==> config.mk <==
export PLATFORM = sky130hd
export DESIGN_NAME = bus_arbiter_flat
export DESIGN_NICKNAME = d
export VERILOG_FILES = /design/src/rtl/bus_arbiter_if.sv /design/src/rtl/bus_arbiter.sv /design/src/flat_wrapper.sv
export SDC_FILE = /design/constraint.sdc
export NUM_CORES = 1
export LEC_CHECK = 0
export CAP_MARGIN = 20
export CORE_UTILIZATION = 47
export DETAILED_ROUTE_END_ITERATION = 6
export PLACE_DENSITY = 0.78
export SKIP_LAST_GASP = 1
export SLEW_MARGIN = 30
export SYNTH_ARGS = -nofsm -noshare
export SYNTH_HDL_FRONTEND = slang
export SYNTH_SLANG_ARGS = --single-unit
==> constraint.sdc <==
create_clock -name clk -period 2.15 [get_ports clk]
set_input_delay 0.3225 -clock clk [delete_from_list [all_inputs] [get_ports clk]]
set_output_delay 0.3225 -clock clk [all_outputs]
set_load 0.01 [all_outputs]
==> src/rtl/bus_arbiter_if.sv <==
// rtl/bus_arbiter_if.sv - request/response and chain signals of the two-master core-bus arbiter
// Ports (signal groups):
//   m0_*/m1_*  : per-master request slot (addr, wdata, rw, valid, ready) and response (rdata, rvalid, timeout)
//   *_o chain  : chain head request (addr_o, wdata_o, rw_o, valid_o)
//   ret_*      : chain tail return beat (addr, wdata, rdata, rw, valid)
// Modports: slave = arbiter side, master = requester/chain side.
interface bus_arbiter_if #(
    parameter int ADDR_WIDTH = 16,
    parameter int DATA_WIDTH = 16
);
    logic [ADDR_WIDTH-1:0] m0_addr_i;
    logic [DATA_WIDTH-1:0] m0_wdata_i;
    logic                  m0_rw_i;
    logic                  m0_valid_i;
    logic                  m0_ready_o;
    logic [DATA_WIDTH-1:0] m0_rdata_o;
    logic                  m0_rvalid_o;
    logic                  m0_timeout_o;

    logic [ADDR_WIDTH-1:0] m1_addr_i;
    logic [DATA_WIDTH-1:0] m1_wdata_i;
    logic                  m1_rw_i;
    logic                  m1_valid_i;
    logic                  m1_ready_o;
    logic [DATA_WIDTH-1:0] m1_rdata_o;
    logic                  m1_rvalid_o;
    logic                  m1_timeout_o;

    logic [ADDR_WIDTH-1:0] addr_o;
    logic [DATA_WIDTH-1:0] wdata_o;
    logic                  rw_o;
    logic                  valid_o;

    logic [ADDR_WIDTH-1:0] ret_addr_i;
    logic [DATA_WIDTH-1:0] ret_wdata_i;
    logic [DATA_WIDTH-1:0] ret_rdata_i;
    logic                  ret_rw_i;
    logic                  ret_valid_i;

    modport slave (
        input  m0_addr_i, m0_wdata_i, m0_rw_i, m0_valid_i,
        output m0_ready_o, m0_rdata_o, m0_rvalid_o, m0_timeout_o,
        input  m1_addr_i, m1_wdata_i, m1_rw_i, m1_valid_i,
        output m1_ready_o, m1_rdata_o, m1_rvalid_o, m1_timeout_o,
        output addr_o, wdata_o, rw_o, valid_o,
        input  ret_addr_i, ret_wdata_i, ret_rdata_i, ret_rw_i, ret_valid_i
    );

    modport master (
        output m0_addr_i, m0_wdata_i, m0_rw_i, m0_valid_i,
        input  m0_ready_o, m0_rdata_o, m0_rvalid_o, m0_timeout_o,
        output m1_addr_i, m1_wdata_i, m1_rw_i, m1_valid_i,
        input  m1_ready_o, m1_rdata_o, m1_rvalid_o, m1_timeout_o,
        input  addr_o, wdata_o, rw_o, valid_o,
        output ret_addr_i, ret_wdata_i, ret_rdata_i, ret_rw_i, ret_valid_i
    );
endinterface

==> src/rtl/bus_arbiter.sv <==
// rtl/bus_arbiter.sv - two-master round-robin arbiter sharing one core-bus chain
// Ports:
//   clk   : system clock, rising edge
//   rst_n : asynchronous active-low reset
//   bus   : bus_arbiter_if.slave - master slots/responses, chain head request, chain tail beat
module bus_arbiter #(
    parameter int ADDR_WIDTH = 16,
    parameter int DATA_WIDTH = 16,
    parameter int TIMEOUT    = 64
) (
    input  logic            clk,
    input  logic            rst_n,
    bus_arbiter_if.slave    bus
);
    localparam int TW = $clog2(TIMEOUT + 1);
    localparam logic [TW-1:0] TMAX = TW'(TIMEOUT);

    typedef enum logic {S_IDLE, S_WAIT} state_t;

    state_t                          state_q, state_d;
    logic [1:0]                      full_q, full_d;
    logic [1:0][ADDR_WIDTH-1:0]      slot_addr_q, slot_addr_d;
    logic [1:0][DATA_WIDTH-1:0]      slot_wdata_q, slot_wdata_d;
    logic [1:0]                      slot_rw_q, slot_rw_d;
    logic                            last_q, last_d;
    logic                            grant_q, grant_d;
    logic [TW-1:0]                   timer_q, timer_d;
    logic [ADDR_WIDTH-1:0]           addr_q, addr_d;
    logic [DATA_WIDTH-1:0]           wdata_q, wdata_d;
    logic                            rw_q, rw_d;
    logic                            valid_q, valid_d;
    logic [1:0][DATA_WIDTH-1:0]      rdata_q, rdata_d;
    logic [1:0]                      rvalid_q, rvalid_d;
    logic [1:0]                      tmo_q, tmo_d;

    logic [1:0][ADDR_WIDTH-1:0]      req_addr;
    logic [1:0][DATA_WIDTH-1:0]      req_wdata;
    logic [1:0]                      req_rw;
    logic [1:0]                      req_valid;
    logic                            sel;
    logic                            accept;

    assign req_addr  = {bus.m1_addr_i,  bus.m0_addr_i};
    assign req_wdata = {bus.m1_wdata_i, bus.m0_wdata_i};
    assign req_rw    = {bus.m1_rw_i,    bus.m0_rw_i};
    assign req_valid = {bus.m1_valid_i, bus.m0_valid_i};

    // The issued address/rw are held on the chain head for the whole WAIT,
    // so the head registers double as the match key for return beats.
    assign accept = (state_q == S_WAIT) && bus.ret_valid_i &&
                    (bus.ret_addr_i == addr_q) && (bus.ret_rw_i == rw_q);

    always_comb begin
        state_d      = state_q;
        full_d       = full_q;
        slot_addr_d  = slot_addr_q;
        slot_wdata_d = slot_wdata_q;
        slot_rw_d    = slot_rw_q;
        last_d       = last_q;
        grant_d      = grant_q;
        timer_d      = timer_q;
        addr_d       = addr_q;
        wdata_d      = wdata_q;
        rw_d         = rw_q;
        valid_d      = 1'b0;
        rdata_d      = rdata_q;
        rvalid_d     = 2'b00;
        tmo_d        = 2'b00;
        sel          = 1'b0;

        // Slot capture only touches empty slots, so it can never collide
        // with the clear of the granted (full) slot below.
        for (int i = 0; i < 2; i++) begin
            if (req_valid[i] && !full_q[i]) begin
                full_d[i]       = 1'b1;
                slot_addr_d[i]  = req_addr[i];
                slot_wdata_d[i] = req_wdata[i];
                slot_rw_d[i]    = req_rw[i];
            end
        end

        case (state_q)
            S_IDLE: begin
                if (|full_q) begin
                    // Tie goes to the master that was not served last.
                    sel     = (&full_q) ? ~last_q : full_q[1];
                    grant_d = sel;
                    addr_d  = slot_addr_q[sel];
                    wdata_d = slot_wdata_q[sel];
                    rw_d    = slot_rw_q[sel];
                    valid_d = 1'b1;
                    timer_d = '0;
                    state_d = S_WAIT;
                end
            end
            S_WAIT: begin
                timer_d = (timer_q == TMAX) ? timer_q : timer_q + 1'b1;
                // A matching beat takes priority over an expiring timer.
                if (accept) begin
                    rdata_d[grant_q]  = bus.ret_rdata_i;
                    rvalid_d[grant_q] = 1'b1;
                    full_d[grant_q]   = 1'b0;
                    last_d            = grant_q;
                    state_d           = S_IDLE;
                end else if (timer_q == TMAX) begin
                    rdata_d[grant_q]  = '0;
                    rvalid_d[grant_q] = 1'b1;
                    tmo_d[grant_q]    = 1'b1;
                    full_d[grant_q]   = 1'b0;
                    last_d            = grant_q;
                    state_d           = S_IDLE;
                end
            end
            default: state_d = S_IDLE;
        endcase
    end

    always_ff @(posedge clk or negedge rst_n) begin
        if (!rst_n) begin
            state_q      <= S_IDLE;
            full_q       <= '0;
            slot_addr_q  <= '0;
            slot_wdata_q <= '0;
            slot_rw_q    <= '0;
            last_q       <= 1'b1;
            grant_q      <= 1'b0;
            timer_q      <= '0;
            addr_q       <= '0;
            wdata_q      <= '0;
            rw_q         <= 1'b0;
            valid_q      <= 1'b0;
            rdata_q      <= '0;
            rvalid_q     <= '0;
            tmo_q        <= '0;
        end else begin
            state_q      <= state_d;
            full_q       <= full_d;
            slot_addr_q  <= slot_addr_d;
            slot_wdata_q <= slot_wdata_d;
            slot_rw_q    <= slot_rw_d;
            last_q       <= last_d;
            grant_q      <= grant_d;
            timer_q      <= timer_d;
            addr_q       <= addr_d;
            wdata_q      <= wdata_d;
            rw_q         <= rw_d;
            valid_q      <= valid_d;
            rdata_q      <= rdata_d;
            rvalid_q     <= rvalid_d;
            tmo_q        <= tmo_d;
        end
    end

    assign bus.m0_ready_o   = ~full_q[0];
    assign bus.m1_ready_o   = ~full_q[1];
    assign bus.m0_rdata_o   = rdata_q[0];
    assign bus.m1_rdata_o   = rdata_q[1];
    assign bus.m0_rvalid_o  = rvalid_q[0];
    assign bus.m1_rvalid_o  = rvalid_q[1];
    assign bus.m0_timeout_o = tmo_q[0];
    assign bus.m1_timeout_o = tmo_q[1];
    assign bus.addr_o       = addr_q;
    assign bus.wdata_o      = wdata_q;
    assign bus.rw_o         = rw_q;
    assign bus.valid_o      = valid_q;
endmodule

==> src/flat_wrapper.sv <==
// flat-port wrapper written by rule: the top's interface ports become plain ports
module bus_arbiter_flat 
#(
    parameter int ADDR_WIDTH = 16,
    parameter int DATA_WIDTH = 16,
    parameter int TIMEOUT    = 64
)
  (clk, rst_n, bus_m0_addr_i, bus_m0_wdata_i, bus_m0_rw_i, bus_m0_valid_i, bus_m0_ready_o, bus_m0_rdata_o, bus_m0_rvalid_o, bus_m0_timeout_o, bus_m1_addr_i, bus_m1_wdata_i, bus_m1_rw_i, bus_m1_valid_i, bus_m1_ready_o, bus_m1_rdata_o, bus_m1_rvalid_o, bus_m1_timeout_o, bus_addr_o, bus_wdata_o, bus_rw_o, bus_valid_o, bus_ret_addr_i, bus_ret_wdata_i, bus_ret_rdata_i, bus_ret_rw_i, bus_ret_valid_i);
  bus_arbiter_if #(.ADDR_WIDTH(ADDR_WIDTH), .DATA_WIDTH(DATA_WIDTH)) bus_i ();
  input  logic clk;
  input  logic rst_n;
  input wire logic [$bits(bus_i.m0_addr_i)-1:0] bus_m0_addr_i;
  input wire logic [$bits(bus_i.m0_wdata_i)-1:0] bus_m0_wdata_i;
  input wire logic [$bits(bus_i.m0_rw_i)-1:0] bus_m0_rw_i;
  input wire logic [$bits(bus_i.m0_valid_i)-1:0] bus_m0_valid_i;
  output wire logic [$bits(bus_i.m0_ready_o)-1:0] bus_m0_ready_o;
  output wire logic [$bits(bus_i.m0_rdata_o)-1:0] bus_m0_rdata_o;
  output wire logic [$bits(bus_i.m0_rvalid_o)-1:0] bus_m0_rvalid_o;
  output wire logic [$bits(bus_i.m0_timeout_o)-1:0] bus_m0_timeout_o;
  input wire logic [$bits(bus_i.m1_addr_i)-1:0] bus_m1_addr_i;
  input wire logic [$bits(bus_i.m1_wdata_i)-1:0] bus_m1_wdata_i;
  input wire logic [$bits(bus_i.m1_rw_i)-1:0] bus_m1_rw_i;
  input wire logic [$bits(bus_i.m1_valid_i)-1:0] bus_m1_valid_i;
  output wire logic [$bits(bus_i.m1_ready_o)-1:0] bus_m1_ready_o;
  output wire logic [$bits(bus_i.m1_rdata_o)-1:0] bus_m1_rdata_o;
  output wire logic [$bits(bus_i.m1_rvalid_o)-1:0] bus_m1_rvalid_o;
  output wire logic [$bits(bus_i.m1_timeout_o)-1:0] bus_m1_timeout_o;
  output wire logic [$bits(bus_i.addr_o)-1:0] bus_addr_o;
  output wire logic [$bits(bus_i.wdata_o)-1:0] bus_wdata_o;
  output wire logic [$bits(bus_i.rw_o)-1:0] bus_rw_o;
  output wire logic [$bits(bus_i.valid_o)-1:0] bus_valid_o;
  input wire logic [$bits(bus_i.ret_addr_i)-1:0] bus_ret_addr_i;
  input wire logic [$bits(bus_i.ret_wdata_i)-1:0] bus_ret_wdata_i;
  input wire logic [$bits(bus_i.ret_rdata_i)-1:0] bus_ret_rdata_i;
  input wire logic [$bits(bus_i.ret_rw_i)-1:0] bus_ret_rw_i;
  input wire logic [$bits(bus_i.ret_valid_i)-1:0] bus_ret_valid_i;
  assign bus_i.m0_addr_i = bus_m0_addr_i;
  assign bus_i.m0_wdata_i = bus_m0_wdata_i;
  assign bus_i.m0_rw_i = bus_m0_rw_i;
  assign bus_i.m0_valid_i = bus_m0_valid_i;
  assign bus_m0_ready_o = bus_i.m0_ready_o;
  assign bus_m0_rdata_o = bus_i.m0_rdata_o;
  assign bus_m0_rvalid_o = bus_i.m0_rvalid_o;
  assign bus_m0_timeout_o = bus_i.m0_timeout_o;
  assign bus_i.m1_addr_i = bus_m1_addr_i;
  assign bus_i.m1_wdata_i = bus_m1_wdata_i;
  assign bus_i.m1_rw_i = bus_m1_rw_i;
  assign bus_i.m1_valid_i = bus_m1_valid_i;
  assign bus_m1_ready_o = bus_i.m1_ready_o;
  assign bus_m1_rdata_o = bus_i.m1_rdata_o;
  assign bus_m1_rvalid_o = bus_i.m1_rvalid_o;
  assign bus_m1_timeout_o = bus_i.m1_timeout_o;
  assign bus_addr_o = bus_i.addr_o;
  assign bus_wdata_o = bus_i.wdata_o;
  assign bus_rw_o = bus_i.rw_o;
  assign bus_valid_o = bus_i.valid_o;
  assign bus_i.ret_addr_i = bus_ret_addr_i;
  assign bus_i.ret_wdata_i = bus_ret_wdata_i;
  assign bus_i.ret_rdata_i = bus_ret_rdata_i;
  assign bus_i.ret_rw_i = bus_ret_rw_i;
  assign bus_i.ret_valid_i = bus_ret_valid_i;
  bus_arbiter #(.ADDR_WIDTH(ADDR_WIDTH), .DATA_WIDTH(DATA_WIDTH), .TIMEOUT(TIMEOUT)) u_core (.clk(clk), .rst_n(rst_n), .bus(bus_i));
endmodule
==> flow_summary.json, run 1 <==
{
  "crit_chain": "xor2_1 > nor4_2 > buf_4 > nand4_4 > buf_6 > nor3_4 > clkbuf_16 > mux2i_1",
  "io_buffers": 175,
  "finalClockSkew_ps": 8.332,
  "track_usage_pct": 22.82,
  "max_freq_mhz": 466.6,
  "via_per_inst": 5.181,
  "nets": 820,
  "holdWs_ps": 423.4,
  "post_drt_wl_per_cell_um": 17.40,
  "area_growth_syn_to_layout_pct": 45.20,
  "antennaDiodeCount": 0,
  "clockBufferDepth": 2,
  "synth_cells": 507,
  "initial_core_util_pct": 48.93,
  "cts-htree-levels": 4,
  "p_leak_nw": 4.112,
  "grt_pass1_wl_um": 24560,
  "grt_pass1_vias": 4831,
  "clkTransAtPathRegs_ps": 60,
  "cp-start-kind": "flip-flop",
  "drt_iter0_markers": 165,
  "required_ps": 2480,
  "cp-end-kind": "flip-flop",
  "die_x_um": 117.5,
  "hold_viol": 0,
  "peakVddDrop_v": 0.0006543,
  "syn_nets": 629,
  "rsz0062_at_grt": "true",
  "syn-cell-area_um2": 6275,
  "critical_path_arrival_ps": 2480,
  "remaining_drc_errors": 0,
  "die_area_um2": 13820,
  "setup_viol": 0,
  "insertion_delay_ps": 410,
  "place_congestion": 0.8055,
  "min_period_ps": 2143,
  "power_density_nw_per_um2": 1111,
  "power_w": 0.01012,
  "ys_types": 37,
  "status": "complete, no violations",
  "drt-pass1-iter-count": 4,
  "relSlewSlack_pct": 64.35,
  "io_pins": 192,
  "drive_gt1_share_pct": 19.97,
  "clockRootBuffer": "clkbuf_16",
  "cts_buffers": 17,
  "drt_wl_total_um": 15360,
  "antenna_found_initial": 0,
  "slew_viol_final": 0,
  "min_path_type": "in -> async",
  "cts_tree": "built",
  "critPathMaxFanout": 8,
  "crit_type": "reg -> reg",
  "grt_remaining_overflow": 0,
  "yosysWarningCount": 0,
  "num_rows": 41,
  "clkSinkCount": 148,
  "min_period_over_period_pct": 99.68,
  "die_h_um": 117.5,
  "crit_path_max_incr_delay_ps": 420,
  "fillers": 901,
  "ys_seq_area_share_pct": 59.04,
  "worst_pin_slew_ps": 533.3,
  "synth-seq-cells": 148,
  "coreArea_um2": 12820,
  "crit_slowest_cell": "dfrtp_1",
  "vias": 4575,
  "hpwl_um": 10370,
  "antenna_left": 0,
  "maxCapViolCount": 0,
  "syn_avg_cell_area_um2": 12.38,
  "grt_max_degree": 51
}
[worst max-delay path: cells and delay by family, from the launching register on]
kind	cells	cell delay (ps)
simple gates	3	690
flops	1	420
buf+inv	3	580
xor+xnor	1	170
mux	1	200
[synthesized netlist by cell type]
cell | count | share of area [%]
o21ai_1 | 1 | 0.080
ha_1 | 2 | 0.40
buf_4 | 1 | 0.12
nor2b_1 | 2 | 0.20
or4b_1 | 1 | 0.16
inv_1 | 25 | 1.5
o22ai_1 | 1 | 0.10
nor4_2 | 1 | 0.20
a21oi_1 | 4 | 0.32
o21bai_1 | 1 | 0.12
dfrtp_1 | 147 | 59
nand3_1 | 7 | 0.56
buf_6 | 1 | 0.18
xnor2_1 | 1 | 0.14
xor2_1 | 16 | 2.2
nand2_1 | 68 | 4.1
nor4_1 | 3 | 0.30
nand2b_1 | 1 | 0.10
nor2_1 | 4 | 0.24
dfstp_2 | 1 | 0.42
or2_2 | 1 | 0.10
buf_2 | 4 | 0.32
nand4_2 | 1 | 0.20
clkbuf_1 | 20 | 1.2
o221a_2 | 2 | 0.36
nand4_1 | 2 | 0.20
or3_1 | 2 | 0.20
mux2_2 | 66 | 12
or2_1 | 2 | 0.20
and3_1 | 3 | 0.30
nor3_4 | 1 | 0.26
nand3_2 | 1 | 0.16
nand4bb_1 | 1 | 0.18
mux2i_1 | 65 | 10
nor3_1 | 2 | 0.16
buf_12 | 1 | 0.32
o21ai_0 | 45 | 3.6
[placed cells by master, fill, tap and decap left out, types with 2 or more instances in the layout]
master and instances:
dfrtp_1 147, a21oi_2 2, clkdlybuf4s50_1 174, o21ai_0 45, or2_2 2, nor4_2 4
buf_6 2, mux2i_2 2, nand2_1 68, and3_1 3, mux2i_1 63, buf_12 8
nor3_1 2, mux2_2 66, nor2_1 4, clkbuf_16 18, bufinv_16 4, nand3_1 7
clkinv_2 6, nand4_1 2, o221a_2 2, buf_4 13, nor2b_4 2, clkinv_4 2
inv_1 25, xor2_1 16, ha_1 2
[cell type report]
cell class	instances	area (µm²)	share of cell area, %
Inverter	25	93.84	1.030
Timing Repair Buffer	199	2057	22.58
Sequential cell	148	3705	40.66
Multi-Input combinational cell	307	2427	26.64
Tap cell	172	215.2	2.362
Clock buffer	18	429.2	4.710
Clock inverter	14	183.9	2.019
[where the power goes]
part           total (W)  switching, W  internal, W
Combinational    0.00304       0.00136      0.00168
Clock            0.00306       0.00113      0.00193
Sequential       0.00402      0.000517      0.00350
Total             0.0101       0.00301      0.00711
[final timing paths]
check                                  startpoint                         to  slack (ps)  cells past startpoint
setup / recovery             u_core.bus.addr_o[4]  u_core.bus.m0_rdata_o[11]           7                      8
hold / removal                              rst_n   u_core.bus.m1_rdata_o[4]         420                      2
setup reg to reg             u_core.bus.addr_o[4]  u_core.bus.m0_rdata_o[11]           7                      8
hold reg to reg            u_core.bus.wdata_o[15]     u_core.bus.wdata_o[15]         480                      2
max in group asynchronous                   rst_n  u_core.bus.m1_rdata_o[10]        1050                      3
min in group clk           u_core.bus.wdata_o[15]     u_core.bus.wdata_o[15]         480                      2
[routing by layer]
layer | vias up | track usage, % | share of wire (%)
met4 | 0 | 6.571 | 1.0
li1 | 2111 | - | -
met2 | 155 | 38.24 | 49
met1 | 2294 | 27.66 | 43
met3 | 15 | 8.236 | 6.8
met5 | - | 0 | 0
[metrics by stage]
step	utilization [%]	instance area [µm²]	cells	setup slack, ps	setup TNS, ps
global placement	65.47	8397	847	-264.3	-9132
CTS	70.33	9020	880	2.298	0
global route	71.04	9111	883	-87.73	-1368
detailed placement	65.47	8397	847	-292.4	-9795
floorplan	-	6275	507	153.8	0
finish	71.04	9111	883	6.874	0
[timing repair]
item	in CTS	in global routing
hold buffers	1	0
setup endpoints to repair	0	38
gates resized for setup	0	11
endpoints found under the hold margin	46	0
buffers inserted	0	2
[cells by family after synthesis]
kind of cell	Yosys count	synth area share (%)
flip-flops	148	59.04
multiplexers	131	22.21
AND/OR/NAND/NOR	103	7.777
AO/OA/AOI/OAI	54	4.566
buffers and inverters	52	3.629
XOR/XNOR	17	2.373
adder cells (fa/ha/maj)	2	0.3987
[registers in the layout (all words and copies together), names as in the netlist]
signal                 flops
u_core.slot_addr_q        32
u_core.slot_wdata_q       32
u_core.bus.addr_o         16
u_core.bus.m0_rdata_o     16
u_core.bus.m1_rdata_o     16
u_core.bus.wdata_o        16
u_core.timer_q             7
u_core.full_q              2
u_core.rvalid_q            2
u_core.slot_rw_q           2
u_core.tmo_q               2
u_core.bus.rw_o            1
u_core.bus.valid_o         1
u_core.grant_q             1
u_core.last_q              1
u_core.state_q             1
Note: power is estimated with default switching activity, not from simulation.
==> run 2, diff against run 1 <==
Settings changed: ABC_CLOCK_PERIOD_IN_PS set to 2240, CTS_CLUSTER_SIZE set to 25.
Clock period 2.15 ns to 2.24 ns, I/O delays scaled along.
==> run 2 against run 1 <==
  * Clock skew down 2.6 ps
  * Register-to-register slack improved by 50 ps
  * Clock-buffer cell count increased by 6
  * Wire length decreased by 2.8%
  * Critical path type unchanged
  * Critical endpoint is now u_core.bus.m0_rdata_o[5]
==> flow_summary.json, run 2 (same netlist as run 1, synthesis figures left out) <==
{
  "status": "complete, no violations",
  "cp-end-kind": "flip-flop",
  "grtUsageMet3_pct": 7.558,
  "antennaDiodeCount": 0,
  "clockBufferDepth": 2,
  "p_leak_nw": 4.082,
  "reg2reg_from": "u_core.bus.addr_o[4]",
  "cp-start-kind": "flip-flop",
  "drive_gt1_share_pct": 18.45,
  "timing.setup.tns_ps": 0,
  "area_growth_syn_to_layout_pct": 43.59,
  "critPathMaxFanout": 8,
  "insertion_delay_ps": 420,
  "antenna_found_initial": 0,
  "grt_pass1_vias": 4829,
  "track_usage_pct": 22.84,
  "crit_path_max_incr_delay_ps": 400,
  "grt_pass1_wl_um": 24560,
  "num_rows": 41,
  "reg2reg_slack_ps": 60,
  "grt_max_degree": 56,
  "crit_type": "reg -> reg",
  "reg_top3": "u_core.slot_addr_q: 32 flops, u_core.slot_wdata_q: 32 flops",
  "power_density_nw_per_um2": 1066,
  "setup_viol": 0,
  "initial_core_util_pct": 48.93,
  "post_drt_wl_per_cell_um": 16.93,
  "die_x_um": 117.5,
  "instances_no_fill": 882,
  "maxCapViolCount": 0,
  "peakVddDrop_v": 0.0005514,
  "relSlewSlack_pct": 54.37,
  "vias": 4512,
  "via_per_inst": 5.116,
  "cts-htree-levels": 4,
  "worst_pin_slew_ps": 684.5,
  "cts_tree": "built",
  "cts_buffers": 17,
  "dp.cells": 847,
  "design_area_um2": 9010,
  "max_freq_mhz": 457.9,
  "clkTransAtPathRegs_ps": 60,
  "crit_slowest_cell": "dfrtp_1",
  "min_period_over_period_pct": 97.50,
  "drt_iter0_markers": 221,
  "place_area_um2": 8347,
  "fillers": 923,
  "grt.busiest_layer": "met2",
  "coreArea_um2": 12820,
  "clockRootBuffer": "clkbuf_16",
  "nets": 819,
  "drt-pass1-iter-count": 4,
  "r2r_end": "u_core.bus.m0_rdata_o[5]",
  "cp-startpoint": "u_core.bus.addr_o[4]",
  "gr-usage-met2_pct": 36.72,
  "grt_use_met1_pct": 28.78,
  "crit_top_cell": "buf_4",
  "hpwl_um": 10100,
  "antenna_left": 0,
  "hold_viol": 0,
  "io_pins": 192,
  "die_area_um2": 13820,
  "crit_chain": "xor2_1 > nor4_2 > buf_4 > nand4_2 > buf_4 > nor3_4 > clkbuf_16 > mux2i_1",
  "io_buffers": 175,
  "final_common_cell": "clkdlybuf4s50_1",
  "min_period_ps": 2184,
  "die_h_um": 117.5,
  "finalClockSkew_ps": 5.775,
  "required_ps": 2570,
  "final_cell_mix": "174 x clkdlybuf4s50_1, 147 x dfrtp_1, 68 x nand2_1",
  "place_congestion": 0.7727,
  "clkSinkCount": 148,
  "remaining_drc_errors": 0,
  "grt_remaining_overflow": 0,
  "slew_viol_final": 0,
  "ff2ff_path_depth": 8,
  "drt_wl_total_um": 14940,
  "min_path_type": "in -> async",
  "critical_path_arrival_ps": 2510
}
==> run 2: cell type report <==
type                       instances  area (µm²)  share of cell area (%)
inverter                          25       93.84                   1.042
clock inverter                     8       122.6                   1.361
multi-input combinational        307        2386                   26.48
timing repair buffer             198        1996                   22.15
clock buffer                      24       491.7                   5.458
sequential                       148        3705                   41.12
tap                              172       215.2                   2.389
==> run 2: power by group <==
part / internal (W) / switching [W]
logic: 0.00157 / 0.00127
registers: 0.00336 / 0.000493
clock network: 0.00187 / 0.00105
==> run 2: worst max-delay path by stage <==
| stage | endpoint | slack (ps) | cells past startpoint |
|---|---|---|---|
| floorplan | u_core.bus.m1_rdata_o[10] | 240 | 7 |
| global placement | u_core.bus.m1_rdata_o[1] | -170 | 8 |
| detailed placement | u_core.bus.m0_rdata_o[10] | -210 | 9 |
| CTS | u_core.bus.m1_rdata_o[11] | 100 | 7 |
| global route | u_core.bus.m0_rdata_o[5] | -30 | 8 |
| finish | u_core.bus.m0_rdata_o[5] | 60 | 8 |
==> run 2: through the flow <==
stage          utilization (%)  total power [W]  setup slack, ps  hold slack (ps)
2_1_floorplan                -         0.005238            243.8            40.41
3_3_place_gp             65.08         0.006591           -171.9            319.1
3_5_place_dp             65.08         0.006717           -212.6            326.1
4_1_cts                  69.95         0.009671            102.7            454.3
5_1_grt                  70.25          0.01013           -30.52            488.8
6_report                 70.25         0.009607            56.02            443.4
==> run 2: critical path, delay by kind of cell (launching register included) <==
kind | cells | cell delay, ps
flip-flops | 1 | 400
XOR/XNOR | 1 | 180
multiplexers | 1 | 230
AND/OR/NAND/NOR | 3 | 700
buffers and inverters | 3 | 590
==> run 2: timing repair <==
action,4_1_cts,5_1_grt
setup endpoints to repair,0,9
endpoints found under the hold margin,51,0
setup buffers,0,1
gates resized for setup,0,1
hold buffers,1,0
==> run 2: layer usage <==
layer,wire [µm],share of wire [%]
met5,0,0
met4,263,1.8
met3,1073,7.2
met2,7065,47
met1,6532,44
==> run 3, diff against run 2 <==
Settings changed: CORE_UTILIZATION 47 to 49, CTS_BUF_LIST set to sky130_fd_sc_hd__clkbuf_4 sky130_fd_sc_hd__clkbuf_8, PLACE_DENSITY 0.78 to 0.81.
==> run 3 against run 2 <==
  * Global-route usage increased by 1.2 points
  * Critical endpoint is now u_core.rvalid_q[1]
  * Via count about the same
  * Critical path depth unchanged
  * Final cell count decreased by 0.79%
  * Combinational power about the same
  * Clock power decreased by 30%
  * Maximum frequency increased by 4.5%
  * First-iteration DRC count increased by 5.0%
==> flow_summary.json, run 3 (same netlist as run 1, synthesis figures left out) <==
{
  "clkTransAtPathRegs_ps": 70,
  "nets": 816,
  "peakVddDrop_v": 0.0005694,
  "r2r_end": "u_core.rvalid_q[1]",
  "via_per_inst": 5.158,
  "place_area_um2": 8372,
  "cp-end-kind": "flip-flop",
  "slew_viol_final": 0,
  "die_h_um": 115.2,
  "design_area_um2": 8777,
  "num_rows": 40,
  "ff2ff_path_depth": 8,
  "io_buffers": 175,
  "crit_top_cell": "buf_4",
  "cts_buffers": 17,
  "antenna_found_initial": 0,
  "dp.cells": 842,
  "rsz0062_at_grt": "false",
  "holdWs_ps": 437.0,
  "cts_tree": "built",
  "track_usage_pct": 24.05,
  "io_pins": 192,
  "instances_no_fill": 875,
  "required_ps": 2590,
  "initial_core_util_pct": 51.17,
  "crit_type": "reg -> reg",
  "coreArea_um2": 12260,
  "hold_buffers": 1,
  "die_x_um": 115.2,
  "maxCapViolCount": 0,
  "drive_gt1_share_pct": 18.39,
  "place_congestion": 0.8485,
  "grt_remaining_overflow": 0,
  "hpwl_um": 10350,
  "clockBufferDepth": 2,
  "relSlewSlack_pct": 53.37,
  "crit_chain": "xor2_1 > nor4_1 > buf_4 > nand3_2 > buf_4 > or2_2 > buf_4 > a21oi_1",
  "drt_iter0_markers": 232,
  "final_cell_mix": "174 x clkdlybuf4s50_1, 147 x dfrtp_1, 68 x nand2_1",
  "path_delay_family": "simple AND/OR/NAND/NOR gates",
  "setup_viol": 0,
  "clkSinkCount": 148,
  "crit_slowest_cell": "dfrtp_1",
  "area_growth_syn_to_layout_pct": 39.88,
  "remaining_drc_errors": 0,
  "cp_num_buf_inv": 3,
  "antennaDiodeCount": 0,
  "grt_pass1_wl_um": 24030,
  "critical_path_arrival_ps": 2440,
  "finalClockSkew_ps": 8.504,
  "reg_top3": "u_core.slot_addr_q: 32 flops, u_core.slot_wdata_q: 32 flops",
  "post_drt_wl_per_cell_um": 16.77,
  "cts-htree-levels": 4,
  "power_density_nw_per_um2": 993.1,
  "crit_path_max_incr_delay_ps": 400,
  "grt_pass1_vias": 4841,
  "post_cts.repair.setup_buffers": 0,
  "min_path_type": "in -> async",
  "critPathMaxFanout": 4,
  "reg2reg_slack_ps": 150,
  "vias": 4513,
  "final_common_cell": "clkdlybuf4s50_1",
  "insertion_delay_ps": 430,
  "status": "complete, no violations",
  "clockRootBuffer": "clkbuf_8",
  "p_leak_nw": 3.984,
  "max_freq_mhz": 478.5,
  "post-route-util_pct": 71.58,
  "die_area_um2": 13260,
  "grt_max_degree": 62,
  "cts.repair.resized": 0,
  "cp-start-kind": "flip-flop",
  "reg2reg_from": "u_core.bus.addr_o[13]",
  "timing.setup.tns_ps": 0,
  "hold_viol": 0,
  "drt-pass1-iter-count": 4,
  "min_period_ps": 2090,
  "drt_wl_total_um": 14680,
  "min_period_over_period_pct": 93.30,
  "antenna_left": 0,
  "worst_pin_slew_ps": 699.4
}
[run 3: cell count changes in the layout (fill, tap and decap cells not counted), sizes merged]
cell      before  now
clkinv         2    6
clkbuf        25   22
buf           22   20
bufinv         3    2
clkinvlp       3    2
[run 3: worst max-delay path by stage]
stage	start	end	slack (ps)	depth (start not counted)
after CTS	u_core.bus.addr_o[7]	u_core.rvalid_q[1]	140	8
after floorplan	u_core.bus.addr_o[7]	u_core.bus.m1_rdata_o[10]	240	7
after global routing	u_core.bus.addr_o[13]	u_core.rvalid_q[1]	2	8
after global placement	bus_ret_addr_i[7]	u_core.bus.m1_rdata_o[0]	-180	8
after detailed placement	bus_ret_addr_i[7]	u_core.rvalid_q[1]	-200	9
final	u_core.bus.addr_o[13]	u_core.rvalid_q[1]	150	8
[run 3: through the flow]
stage / total power (W) / setup slack [ps]
finish: 0.008717 / 150.1
detailed placement: 0.006760 / -197.6
global placement: 0.006608 / -178.8
global route: 0.009268 / 1.741
floorplan: 0.005238 / 243.8
CTS: 0.008805 / 138.7
[run 3: metal layers]
| layer | track usage [%] | up-vias | wire (µm) |
|---|---|---|---|
| met3 | 8.013 | 22 | 1113 |
| met5 | 0 | - | 0 |
| met4 | 10.22 | 0 | 264 |
| met2 | 39.16 | 165 | 7184 |
| li1 | - | 2090 | - |
| met1 | 29.44 | 2236 | 6112 |
[run 3: final cells by class]
cell class	instances	area, µm²
inverters	25	93.84
repair buffers	195	1993
flip-flops and latches	148	3705
well taps	168	210.2
clock buffers	22	290.3
fillers	866	3485
multi-input cells	307	2380
clock inverters	10	105.1
[run 3: worst reg2reg max path, stage by stage, from the launching register on]
cell and delay [ps]:
dfrtp_1 400, xor2_1 180, nor4_1 370, buf_4 180, nand3_2 70, buf_4 180, or2_2 300, buf_4 150
a21oi_1 190
[run 3: power by group]
part	internal, W	switching [W]	total (W)
clock	0.00109	0.000937	0.00203
sequential	0.00335	0.000485	0.00384
combinational	0.00158	0.00127	0.00285
